--- src/rtl/ecg_pkg.sv ---
// Shared constants for the ECG waveform DAC sequencer: FSM state encoding,
// DAC frame geometry and the helper that assembles a frame word.
package ecg_pkg;

  localparam int DAC_FRAME_W = 16;
  localparam int DAC_CFG_W   = 4;
  localparam int SAMPLE_W    = 12;

  localparam logic [DAC_CFG_W-1:0] DAC_CFG_DEFAULT = 4'b0011;

  typedef logic [2:0] fsm_state_t;

  localparam fsm_state_t ST_IDLE  = 3'd0;
  localparam fsm_state_t ST_FETCH = 3'd1;
  localparam fsm_state_t ST_LOAD  = 3'd2;
  localparam fsm_state_t ST_SHIFT = 3'd3;
  localparam fsm_state_t ST_GAP   = 3'd4;

  function automatic logic [DAC_FRAME_W-1:0] dac_frame(
    input logic [DAC_CFG_W-1:0] cfg,
    input logic [SAMPLE_W-1:0]  smp
  );
    return {cfg, smp};
  endfunction

endpackage

--- src/rtl/dac_spi_tx.sv ---
// 16-bit MSB-first serialiser: one setup clk after load, then per bit SCLK high
// for SCLK_HALF clk and low for SCLK_HALF clk; data moves only on falling SCLK.
module dac_spi_tx
  import ecg_pkg::*;
#(
  parameter int SCLK_HALF = 2
) (
  input  logic                   clk,
  input  logic                   rst,
  input  logic                   load,
  input  logic [DAC_FRAME_W-1:0] word,
  output logic                   sclk,
  output logic                   din,
  output logic                   busy,
  output logic                   done
);

  localparam int CNT_W = (SCLK_HALF > 1) ? $clog2(SCLK_HALF) : 1;

  logic [DAC_FRAME_W-1:0] shreg_q, shreg_d;
  logic [CNT_W-1:0]       cnt_q, cnt_d;
  logic [3:0]             bit_q, bit_d;
  logic                   sclk_q, sclk_d;
  logic                   active_q, active_d;
  logic                   pre_q, pre_d;
  logic                   phase_end;
  logic                   last_bit;

  always_comb begin
    shreg_d   = shreg_q;
    cnt_d     = cnt_q;
    bit_d     = bit_q;
    sclk_d    = sclk_q;
    active_d  = active_q;
    pre_d     = pre_q;
    phase_end = (cnt_q == CNT_W'(SCLK_HALF - 1));
    last_bit  = (bit_q == 4'(DAC_FRAME_W - 1));
    done      = active_q && !pre_q && !sclk_q && phase_end && last_bit;

    if (load) begin
      shreg_d  = word;
      cnt_d    = '0;
      bit_d    = '0;
      sclk_d   = 1'b0;
      active_d = 1'b1;
      pre_d    = 1'b1;
    end else if (pre_q) begin
      // MSB has been on din for a full clk; start the first high phase
      pre_d  = 1'b0;
      sclk_d = 1'b1;
    end else if (active_q) begin
      cnt_d = phase_end ? '0 : cnt_q + CNT_W'(1);
      if (phase_end) begin
        if (sclk_q) begin
          sclk_d  = 1'b0;
          shreg_d = {shreg_q[DAC_FRAME_W-2:0], 1'b0};
        end else if (last_bit) begin
          active_d = 1'b0;
        end else begin
          sclk_d = 1'b1;
          bit_d  = bit_q + 4'd1;
        end
      end
    end
  end

  always_ff @(posedge clk or posedge rst) begin
    if (rst) begin
      shreg_q  <= '0;
      cnt_q    <= '0;
      bit_q    <= '0;
      sclk_q   <= 1'b0;
      active_q <= 1'b0;
      pre_q    <= 1'b0;
    end else begin
      shreg_q  <= shreg_d;
      cnt_q    <= cnt_d;
      bit_q    <= bit_d;
      sclk_q   <= sclk_d;
      active_q <= active_d;
      pre_q    <= pre_d;
    end
  end

  assign sclk = sclk_q;
  assign din  = shreg_q[DAC_FRAME_W-1];
  assign busy = active_q;

endmodule

--- src/rtl/ecg_dac_seq.sv ---
// ECG waveform player: divides clk into sample ticks, fetches a table sample
// per tick and ships it to a serial DAC as a {config, sample} frame.
module ecg_dac_seq
  import ecg_pkg::*;
#(
  parameter int             SAMPLE_DIV = 100000,
  parameter int             N_SAMPLES  = 500,
  parameter int             SCLK_HALF  = 2,
  parameter logic [3:0]     DAC_CFG    = DAC_CFG_DEFAULT
) (
  input  logic        clk,
  input  logic        rst,
  input  logic        en,
  output logic [8:0]  addr,
  input  logic [11:0] sample,
  output logic        dac_cs_n,
  output logic        dac_sclk,
  output logic        dac_din,
  output logic        busy,
  output logic        frame_done,
  output logic [7:0]  overrun_cnt
);

  localparam int DIV_W = (SAMPLE_DIV > 1) ? $clog2(SAMPLE_DIV) : 1;
  localparam int GAP_W = (SCLK_HALF > 1) ? $clog2(SCLK_HALF) : 1;

  fsm_state_t       state_q, state_d;
  logic [DIV_W-1:0] div_q, div_d;
  logic [GAP_W-1:0] gap_q, gap_d;
  logic [8:0]       addr_q, addr_d;
  logic [7:0]       ovr_q, ovr_d;
  logic             cs_n_q, cs_n_d;
  logic             frame_done_q, frame_done_d;
  logic             tick;
  logic             tx_load, tx_busy, tx_done;

  always_comb begin
    tick         = en && (div_q == DIV_W'(SAMPLE_DIV - 1));
    div_d        = (!en || tick) ? '0 : div_q + DIV_W'(1);
    state_d      = state_q;
    gap_d        = gap_q;
    addr_d       = addr_q;
    ovr_d        = ovr_q;
    cs_n_d       = cs_n_q;
    frame_done_d = 1'b0;
    // Sample is already valid in FETCH because addr settled at least two clk earlier
    tx_load      = (state_q == ST_FETCH);

    if (tick && (state_q != ST_IDLE) && (ovr_q != 8'hFF))
      ovr_d = ovr_q + 8'd1;

    case (state_q)
      ST_IDLE: begin
        if (tick) state_d = ST_FETCH;
      end
      ST_FETCH: begin
        state_d = ST_LOAD;
        cs_n_d  = 1'b0;
      end
      ST_LOAD: begin
        state_d = ST_SHIFT;
      end
      ST_SHIFT: begin
        if (tx_done || !tx_busy) begin
          state_d = ST_GAP;
          cs_n_d  = 1'b1;
          gap_d   = '0;
        end
      end
      ST_GAP: begin
        if (gap_q == GAP_W'(SCLK_HALF - 1)) begin
          state_d      = ST_IDLE;
          frame_done_d = 1'b1;
          addr_d       = (addr_q == 9'(N_SAMPLES - 1)) ? 9'd0 : addr_q + 9'd1;
        end else begin
          gap_d = gap_q + GAP_W'(1);
        end
      end
      default: state_d = ST_IDLE;
    endcase
  end

  always_ff @(posedge clk or posedge rst) begin
    if (rst) begin
      state_q      <= ST_IDLE;
      div_q        <= '0;
      gap_q        <= '0;
      addr_q       <= '0;
      ovr_q        <= '0;
      cs_n_q       <= 1'b1;
      frame_done_q <= 1'b0;
    end else begin
      state_q      <= state_d;
      div_q        <= div_d;
      gap_q        <= gap_d;
      addr_q       <= addr_d;
      ovr_q        <= ovr_d;
      cs_n_q       <= cs_n_d;
      frame_done_q <= frame_done_d;
    end
  end

  dac_spi_tx #(
    .SCLK_HALF(SCLK_HALF)
  ) u_tx (
    .clk  (clk),
    .rst  (rst),
    .load (tx_load),
    .word (dac_frame(DAC_CFG, sample)),
    .sclk (dac_sclk),
    .din  (dac_din),
    .busy (tx_busy),
    .done (tx_done)
  );

  assign addr        = addr_q;
  assign dac_cs_n    = cs_n_q;
  assign busy        = (state_q != ST_IDLE);
  assign frame_done  = frame_done_q;
  assign overrun_cnt = ovr_q;

endmodule

--- config.mk ---
export PLATFORM = sky130hd
export DESIGN_NAME = ecg_dac_seq
export DESIGN_NICKNAME = d
export VERILOG_FILES = /design/src/rtl/ecg_pkg.sv /design/src/rtl/dac_spi_tx.sv /design/src/rtl/ecg_dac_seq.sv
export SDC_FILE = /design/constraint.sdc
export NUM_CORES = 1
export LEC_CHECK = 0
export BUFFER_PORTS_ARGS = -buffer_cell sky130_fd_sc_hd__buf_2
export CAP_MARGIN = 20
export CORE_ASPECT_RATIO = 1.2
export CORE_MARGIN = 8
export CORE_UTILIZATION = 54
export CTS_CLUSTER_DIAMETER = 50
export DETAILED_ROUTE_END_ITERATION = 10
export MAX_ROUTING_LAYER = met4
export PLACE_DENSITY_LB_ADDON = 0.05
export SLEW_MARGIN = 20
export SYNTH_ARGS = -nofsm -noshare
export SYNTH_HDL_FRONTEND = slang
export SYNTH_SLANG_ARGS = --single-unit
--- constraint.sdc ---
create_clock -name clk -period 2.2 [get_ports clk]
set_clock_uncertainty 0.15 [all_clocks]
set_input_delay 0.11 -clock clk [delete_from_list [all_inputs] [get_ports clk]]
set_output_delay 0.11 -clock clk [all_outputs]
set_load 0.02 [all_outputs]
==> results.yml <==
yosys:
  ys_ff_latch: 64
  synthCells: 290
  synth_top_area_frac: 0.519
  postSynthAreaPerCell_um2: 10.5
  yosysSeqAreaShare: 0.527
  yosys_warnings: 0
  syn_area_um2: 3040
  synthArstFlopShare: 1.00
  synthFlopType: "dfrtp_1"
  synth_edf_count: 0
  synth_nets: 309
  yosys-top-cells-area: "dfrtp_1 (52%), mux2i_1 (5.3%), xor2_1 (5.2%), nand2_1 (4.3%), xnor2_1 (3.7%)"
  synth_cell_types: 44
  synth_top_cell_by_area: "dfrtp_1"
critical_path:
  rr_worst_depth: 5
  cp-start-kind: "flop"
  cp_common_cell: "and4_1"
  endpoint_kind: "flop"
  cp.required_ns: 2.27
  reg2reg_to: "overrun_cnt[1]$_DFFE_PP0P_"
  cp.arrival_ns: 2.05
  cp_slowest_cell: "and4_1"
  r2r_setup_slack_ns: 0.22
  crit_chain: "ha_1 -> and4_1 -> and4_1 -> nand3_4 -> mux2_4"
  r2r_start: "div_q[0]$_DFF_PP0_"
  max_stage_delay_ns: 0.44
  crit_type: "flop to flop"
  critPathMaxFanout: 9
clock_network:
  cts_made_buffers: 9
  post-cts-setup-buffers: 0
  cts.clk_slew.worst_paths_ns: 0.06
  postCtsHoldBufs: 14
  clk_latency_ns: 0.34
  clock-sinks: 64
  cts_tree: "done"
  cts_max_level: 3
  root_buffer: "clkbuf_8"
  ctsResizeCount: 0
  cts.path.max_buffers: 2
drt:
  avgRoutedWirePerCell_um: 13.6
  first_pass_iters: 4
  via_count: 2220
  ant_nets: 0
  routed_wl_um: 5620
  drt-initial-drc-count: 92
  via_per_inst: 5.36
  drc: 0
cells_and_area:
  final_cell_mix: "dfrtp_1 (63), buf_2 (36), nand2_1 (35), nor2_1 (30), xor2_1 (18)"
  syn_to_final_growth_pct: 18.6
  final_common_cell: "dfrtp_1"
  nets: 366
  drive_gt1_frac: 0.183
  stdcell_area_um2: 3600
  num_antenna_cells: 0
  fillers: 480
placed_design:
  dp_slack_ns: 0.235
  gp_congestion: 0.787
  placed_area_um2: 3290
  port_buffers: 36
  post-dp-hpwl_um: 3780
grt:
  grt_max_degree: 65
  grt_pass1_wl_um: 9900
  grtUsageTotal: 0.150
  first_global_vias: 2205
  grt-ovfl-total: 0
  antenna_found_initial: 0
floorplanning:
  core_region_area_um2: 5560
  dieArea_um2: 8290
  die_y_um: 98.2
  start_util: 0.547
  rows: 30
  num_io_pins: 37
  fp.dieW_um: 84.5
sta:
  fin_crit_ns: 1.98
  fmax_ghz: 0.505
  worst_pin_slew_ns: 0.458
  setup_viol: 0
  worst_slack_ns: 0.220
  fin_setup_tns_ns: 0
  hold_viol: 0
  relSlewSlack: 0.692
  post-route-period-util: 0.900
  maxSlewViolCount: 0
  rsz0062_at_grt: "false"
pwr:
  p_leak_nw: 1.84
  pwr_density_cell_nw_per_um2: 601
  total_power_mw: 2.17
  vdd_drop_max_mv: 0.360
flow_run:
  maxCapViolations: 0
hold_path:
  hp-class: "input pin to async pin"
outcome:
  outcome: "finished, final reports clean"
[worst max-delay path by stage]
| stage | start | endpoint | slack [ns] | depth (start not counted) |
|---|---|---|---|---|
| global route | div_q[0]$_DFF_PP0_ | overrun_cnt[1]$_DFFE_PP0P_ | 0.1 | 5 |
| global placement | div_q[0]$_DFF_PP0_ | overrun_cnt[1]$_DFFE_PP0P_ | 0.30 | 5 |
| floorplan | div_q[0]$_DFF_PP0_ | overrun_cnt[1]$_DFFE_PP0P_ | 0.30 | 7 |
| detailed placement | div_q[0]$_DFF_PP0_ | overrun_cnt[1]$_DFFE_PP0P_ | 0.24 | 5 |
| finish | div_q[0]$_DFF_PP0_ | overrun_cnt[1]$_DFFE_PP0P_ | 0.22 | 5 |
| CTS | div_q[0]$_DFF_PP0_ | overrun_cnt[1]$_DFFE_PP0P_ | 0.22 | 5 |
[sequential cells by signal, indices dropped and copies added (netlist names), 3 cells and up]
name and cells:
state_q 3, overrun_cnt 8, addr 9, div_q 17
u_tx.bit_q 4, u_tx.shreg_q 16
[final cells by class]
cell class	instances	area [um^2]	area share
clock buffers	14	173	0.0479
inverters	8	30.0	0.00833
multi-input cells	207	1330	0.370
flip-flops and latches	64	1600	0.445
well taps	64	80.1	0.0222
repair buffers	57	385	0.107
[synth_stat cells (all sizes together), types with 3 or more instances]
master  number
dfrtp       63
nand2       35
nor2        30
xor2        18
mux2i       16
nand4       16
nand3       15
o21ai       14
xnor2       13
buf          8
inv          8
and3         6
a21oi        5
and4         5
and2         4
ha           4
nor3         4
clkbuf       3
[where the power goes]
group          switching [mW]  total, mW  internal [mW]  leakage, nW
Clock                   0.405      0.895          0.490       0.0886
Sequential            0.00594       1.19           1.19        0.845
Combinational          0.0436     0.0804         0.0369        0.910
Total                   0.455       2.17           1.71         1.84
[critical path: cells and delay by family (launching register included)]
family / cells / cell delay, ns
multiplexers: 1 / 0.31
flip-flops: 1 / 0.38
adder cells (fa/ha/maj): 1 / 0.22
AND/OR/NAND/NOR: 3 / 0.80
[routing by layer]
| metal | track usage | wire length (um) | up-vias |
|---|---|---|---|
| li1 | - | - | 1125 |
| met1 | 0.184 | 2780 | 1055 |
| met2 | 0.222 | 2570 | 34 |
| met3 | 0.0504 | 197 | 6 |
| met4 | 0.0646 | 75 | 0 |
| met5 | - | 0 | - |
[cells by family (layout without fill, tap and decap cells)]
group,after synthesis,after routing,share of synthesized area
adders and majority gates,4,4,0.0165
xor gates and xnor gates,31,31,0.0893
AOI/OAI and AO/OA,28,28,0.0560
DFF,64,64,0.527
and+or+nand+nor,127,127,0.219
muxes,17,17,0.0576
buffers and inverters,19,79,0.0338
[stage by stage]
stage	util	instances	hold slack [ns]
after floorplan	-	290	0.0654
after global placement	0.593	386	0.0525
after detailed placement	0.593	386	0.0560
after CTS	0.649	414	0.244
after global routing	0.649	414	0.274
final	0.649	414	0.214
No activity file was read; power rests on OpenSTA's default activity.
